--- config.mk ---
export PLATFORM = sky130hd
export DESIGN_NAME = key_debounce_repeat
export DESIGN_NICKNAME = d
export VERILOG_FILES = /design/src/rtl/key_debounce_repeat_pkg.sv /design/src/rtl/key_debounce_repeat_sync.sv /design/src/rtl/key_debounce_repeat.sv
export SDC_FILE = /design/constraint.sdc
export NUM_CORES = 1
export LEC_CHECK = 0
export BUFFER_PORTS_ARGS = -buffer_cell sky130_fd_sc_hd__buf_2
export CORE_MARGIN = 2
export CORE_UTILIZATION = 44
export DETAILED_ROUTE_END_ITERATION = 6
export GPL_ROUTABILITY_DRIVEN = 0
export PLACE_DENSITY = 0.63
export REMOVE_ABC_BUFFERS = 1
export SLEW_MARGIN = 20
export SYNTH_ARGS = -nofsm -noshare
export SYNTH_HDL_FRONTEND = slang
export SYNTH_SLANG_ARGS = --single-unit
export TNS_END_PERCENT = 30
--- constraint.sdc ---
create_clock -name clk -period 3.17 [get_ports clk]
set_input_delay 0.317 -clock clk [delete_from_list [all_inputs] [get_ports clk]]
set_output_delay 0.317 -clock clk [all_outputs]
set_load 0.02 [all_outputs]
--- src/rtl/key_debounce_repeat_pkg.sv ---
// key_debounce_repeat_pkg: board timing defaults and key FSM state encoding.
// Rev 1.0
`default_nettype none

package key_debounce_repeat_pkg;

  localparam int BOARD_CLK_HZ        = 50_000_000;
  localparam int DEF_DEBOUNCE_CYCLES = BOARD_CLK_HZ / 100;  // 10 ms
  localparam int DEF_REPEAT_DELAY    = BOARD_CLK_HZ / 2;    // 0.5 s
  localparam int DEF_REPEAT_PERIOD   = BOARD_CLK_HZ / 10;   // 0.1 s

  typedef enum logic [1:0] {
    IDLE        = 2'd0,
    HELD_DELAY  = 2'd1,
    HELD_REPEAT = 2'd2
  } key_state_t;

endpackage

`default_nettype wire

--- src/rtl/key_debounce_repeat_sync.sv ---
// key_sync: two-flop synchroniser with asynchronous reset to a chosen level.
// Rev 1.0
`default_nettype none

module key_sync #(
  parameter logic RESET_VAL = 1'b0
) (
  input  logic clk,
  input  logic rst,
  input  logic d,
  output logic q
);

  logic meta;

  always_ff @(posedge clk or posedge rst) begin
    if (rst) begin
      meta <= RESET_VAL;
      q    <= RESET_VAL;
    end else begin
      meta <= d;
      q    <= meta;
    end
  end

endmodule

`default_nettype wire

--- src/rtl/key_debounce_repeat.sv ---
// key_debounce_repeat: debounced active-low key with press/release strobes and auto-repeat.
// Rev 1.0
`default_nettype none

module key_debounce_repeat
  import key_debounce_repeat_pkg::*;
#(
  parameter int DEBOUNCE_CYCLES = DEF_DEBOUNCE_CYCLES,
  parameter int REPEAT_DELAY    = DEF_REPEAT_DELAY,
  parameter int REPEAT_PERIOD   = DEF_REPEAT_PERIOD,
  parameter bit REPEAT_EN       = 1'b1,
  parameter int CNT_W           = 25
) (
  input  logic clk,
  input  logic rst,
  input  logic in_key,
  output logic out_key,
  output logic out_release,
  output logic out_held
);

  localparam logic [CNT_W-1:0] DB_LAST  = CNT_W'(DEBOUNCE_CYCLES - 1);
  localparam logic [CNT_W-1:0] RD_LAST  = CNT_W'(REPEAT_DELAY - 1);
  localparam logic [CNT_W-1:0] RP_LAST  = CNT_W'(REPEAT_PERIOD - 1);

  logic             pressed_s;
  logic [CNT_W-1:0] db_cnt;
  logic [CNT_W-1:0] rep_cnt;
  logic [CNT_W-1:0] rep_nxt;
  logic             db_done;
  logic             press_acc;
  logic             rel_acc;
  logic             key_nxt;
  logic             rel_nxt;
  key_state_t       state;
  key_state_t       state_nxt;

  // Key is active-low; synchronise the pressed level so reset means "released".
  key_sync #(.RESET_VAL(1'b0)) u_sync (
    .clk (clk),
    .rst (rst),
    .d   (~in_key),
    .q   (pressed_s)
  );

  assign db_done   = (pressed_s != out_held) && (db_cnt == DB_LAST);
  assign press_acc = db_done && pressed_s;
  assign rel_acc   = db_done && !pressed_s;

  always_ff @(posedge clk or posedge rst) begin
    if (rst) begin
      db_cnt   <= '0;
      out_held <= 1'b0;
    end else if (pressed_s == out_held) begin
      db_cnt <= '0;
    end else if (db_cnt == DB_LAST) begin
      out_held <= pressed_s;
      db_cnt   <= '0;
    end else begin
      db_cnt <= db_cnt + 1'b1;
    end
  end

  always_ff @(posedge clk or posedge rst) begin
    if (rst) begin
      state       <= IDLE;
      rep_cnt     <= '0;
      out_key     <= 1'b0;
      out_release <= 1'b0;
    end else begin
      state       <= state_nxt;
      rep_cnt     <= rep_nxt;
      out_key     <= key_nxt;
      out_release <= rel_nxt;
    end
  end

  always_comb begin
    state_nxt = state;
    case (state)
      IDLE:        if (press_acc) state_nxt = HELD_DELAY;
      HELD_DELAY: begin
        if (rel_acc)
          state_nxt = IDLE;
        else if (REPEAT_EN && rep_cnt == RD_LAST)
          state_nxt = HELD_REPEAT;
      end
      HELD_REPEAT: if (rel_acc) state_nxt = IDLE;
      default:     state_nxt = IDLE;
    endcase
  end

  // Release is checked first so it wins over a coincident repeat terminal count.
  always_comb begin
    key_nxt = 1'b0;
    rel_nxt = 1'b0;
    rep_nxt = rep_cnt;
    case (state)
      IDLE: begin
        if (press_acc) begin
          key_nxt = 1'b1;
          rep_nxt = '0;
        end
      end
      HELD_DELAY: begin
        if (rel_acc) begin
          rel_nxt = 1'b1;
          rep_nxt = '0;
        end else if (!REPEAT_EN) begin
          rep_nxt = '0;
        end else if (rep_cnt == RD_LAST) begin
          key_nxt = 1'b1;
          rep_nxt = '0;
        end else begin
          rep_nxt = rep_cnt + 1'b1;
        end
      end
      HELD_REPEAT: begin
        if (rel_acc) begin
          rel_nxt = 1'b1;
          rep_nxt = '0;
        end else if (rep_cnt == RP_LAST) begin
          key_nxt = 1'b1;
          rep_nxt = '0;
        end else begin
          rep_nxt = rep_cnt + 1'b1;
        end
      end
      default: rep_nxt = '0;
    endcase
  end

endmodule

`default_nettype wire
==> results.py <==
metrics = {
    "setup_path": {
        "critPathMaxStageDelay_ns": 0.51,
        "r2r_cells": 7,
        "crit_slowest_cell": "or4_1",
        "r2r-end": "rep_cnt[8]",
        "crit_path_start_kind": "register",
        "critPathArrivalTime_ns": 2.90,
        "end_kind": "register",
        "reg2reg_slack_ns": 0.47,
        "cp_cell_sequence": "or4_1 -> or4_4 -> o41ai_4 -> a21oi_4 -> nand2_1 -> buf_4 -> o311ai_1",
        "path_buf_inv": 1,
        "crit_required_ns": 3.37,
        "cp_top_family": "simple AND/OR/NAND/NOR gates",
        "r2r_start": "rep_cnt[7]",
        "crit_fanout": 24,
        "worstSetupPathType": "reg2reg",
    },
    "timing": {
        "clock_skew_ns": 0.00402,
        "hold_viol_final": 0,
        "worstMarginPinSlew_ns": 0.675,
        "slew_viol_final": 0,
        "setup_slack_ns": 0.471,
        "fin_crit_ns": 2.70,
        "clock.fmax_ghz": 0.371,
        "setup_viol": 0,
        "rsz0062_at_grt": "false",
        "timing.final.crit_share_pct": 85.1,
        "relSlewSlack_pct": 54.9,
        "tns_ns": 0,
    },
    "synth": {
        "synthFlopType": "dfrtp_1",
        "synth_top_area_cell": "dfrtp_1",
        "synth_cells": 338,
        "ys_warn_count": 0,
        "syn_area_per_cell_sq_um": 9.10,
        "synth_top_cell_area_share_pct": 46.4,
        "ys_seq_area_share_pct": 46.4,
        "syn_area_sq_mm": 0.00308,
        "synth_edf_count": 0,
        "async_reset_ff_share_pct": 100,
        "synthTopCellsByArea": "dfrtp_1, nand3_1, nor2_1",
        "ys_seq_elements": 57,
        "ys_types": 43,
    },
    "clock_network": {
        "postCtsHoldBufs": 0,
        "h-tree-depth": 3,
        "clk_path_buf_depth": 2,
        "cts_tree": "done",
        "post_cts_resized": 0,
        "postCtsSetupBuffers": 0,
        "cts_root_buffer": "clkbuf_8",
        "cts_buffers": 9,
        "worstSkewPairLatency_ns": 0.33,
        "cts_sinks": 57,
        "path_clk_slew_ns": 0.07,
    },
    "finish": {
        "final_layout_size_suffix_gt1_share_pct": 9.14,
        "nNetsFinal": 354,
        "areaGrowthSynthToFinish_pct": 10.6,
        "layout_commonest_cell": "dfrtp_1",
        "layout_common_cells": "dfrtp_1, nor2_1, nand3_1, nand2_1",
        "antennaDiodeCount": 0,
    },
    "power_and_ir_drop": {
        "switching_share_pct": 22.3,
        "switching_power_mw": 0.319,
        "p_comb_share_pct": 2.0,
        "p_leak_nw": 1.35,
        "seqPwrFrac_pct": 51.3,
        "vdd_drop_max_mv": 0.346,
        "power.share.clock_pct": 46.8,
        "power.density_mw_per_mm2": 422,
        "power.internal_mw": 1.12,
    },
    "drt": {
        "first_pass_iters": 4,
        "drc": 0,
        "ant_nets": 0,
        "drt-initial-drc-count": 199,
        "detail_route.vias_per_cell": 5.56,
        "routedWlPerCell_um": 14.3,
        "num_vias": 2479,
        "wl_um": 6380,
    },
    "worst_hold_path": {
        "hp-class": "in2async",
    },
    "placement": {
        "dp.final_hpwl_um": 4340,
        "portBuffers": 5,
        "dp_slack_ns": 0.306,
    },
    "die": {
        "core_region_area_sq_mm": 0.00679,
        "die_y_um": 87.6,
        "initial_utilization_pct": 45.3,
        "die_w_um": 87.6,
        "die_area_sq_mm": 0.00768,
        "num_rows": 30,
        "pin_count": 6,
    },
    "global_route": {
        "antenna_found_initial": 0,
        "grt_max_degree": 33,
        "grt_pass1_wl_um": 11300,
        "grt-ovfl-total": 0,
        "grt_usage_pct": 18.9,
        "grt_pass1_vias": 2374,
    },
    "flow_run": {
        "drv_cap": 0,
    },
    "status": {
        "status": "finished clean",
    },
}
## registers in the layout, indices dropped and copies added (netlist names)
name / cells
u_sync.q: 1
out_held: 1
db_cnt: 25
out_key: 1
out_release: 1
rep_cnt: 25
state: 2
u_sync.meta: 1
## synth_stat cells (2+ instances only)
master	n
a21o_1	5
a21oi_1	3
a22o_1	2
a31oi_1	4
and2_1	6
and3_1	3
and4_1	7
buf_2	4
clkbuf_1	9
dfrtp_1	57
ha_1	6
inv_1	14
nand2_1	36
nand3_1	36
nand4_1	14
nor2_1	45
nor3_1	6
nor4_1	5
nor4b_1	3
o21ai_0	6
o21ai_1	2
o22ai_1	2
o311ai_1	12
o31ai_1	5
or2_2	2
or3_1	4
or4_1	2
xnor2_1	14
xor2_1	10
## cells by family after synthesis
group / count (synthesis) / synth area share, %
simple gates: 175 / 28.7
compound gates: 49 / 12.2
flops: 57 / 46.4
fa+ha+maj: 6 / 2.44
buf+inv: 27 / 3.46
xor+xnor: 24 / 6.83
## power groups by stage
stage	clock [mW]	combinational (mW)	sequential (mW)
2_1_floorplan	0	0.0202	0.749
3_3_place_gp	0	0.0297	0.749
3_5_place_dp	0	0.0303	0.749
4_1_cts	0.685	0.0303	0.736
5_1_grt	0.722	0.0344	0.736
6_report	0.671	0.0281	0.736
## layout make-up
type	count	area [sq um]
Timing Repair Buffer	9	55.1
Sequential cell	57	1430
Multi-Input combinational cell	254	1550
Clock inverter	6	57.6
Tap cell	96	120
Fill cell	658	3390
Inverter	14	52.6
Clock buffer	10	138
## metrics by stage
stage          hold WS, ns  power, mW  cell area [sq um]  std cells  utilization (%)
3_5_place_dp         0.344      0.780               3200        430             47.1
3_3_place_gp         0.335      0.779               3200        430             47.1
2_1_floorplan        0.331      0.769               3020        325                -
4_1_cts             0.0460       1.45               3390        446             50.0
5_1_grt             0.0653       1.49               3400        446             50.1
6_report            0.0311       1.44               3400        446             50.1
## metal layers
layer	vias up	part of all wire, %	global-route usage [%]
met1	1208	47	24.6
met4	0	0.93	6.71
met2	31	49	30.0
li1	1236	-	-
met5	-	0	0
met3	4	3.5	5.47
## worst max-delay path by stage
stage | startpoint | endpoint | slack (ns) | cells past startpoint
floorplan | rep_cnt[7] | rep_cnt[15] | 0.48 | 6
finish | rep_cnt[7] | rep_cnt[8] | 0.47 | 7
global route | rep_cnt[23] | rep_cnt[12] | 0.34 | 7
CTS | db_cnt[0] | rep_cnt[8] | 0.29 | 8
global placement | db_cnt[0] | rep_cnt[9] | 0.44 | 8
detailed placement | db_cnt[0] | rep_cnt[8] | 0.31 | 8
Note: power is estimated with default switching activity, not from simulation.
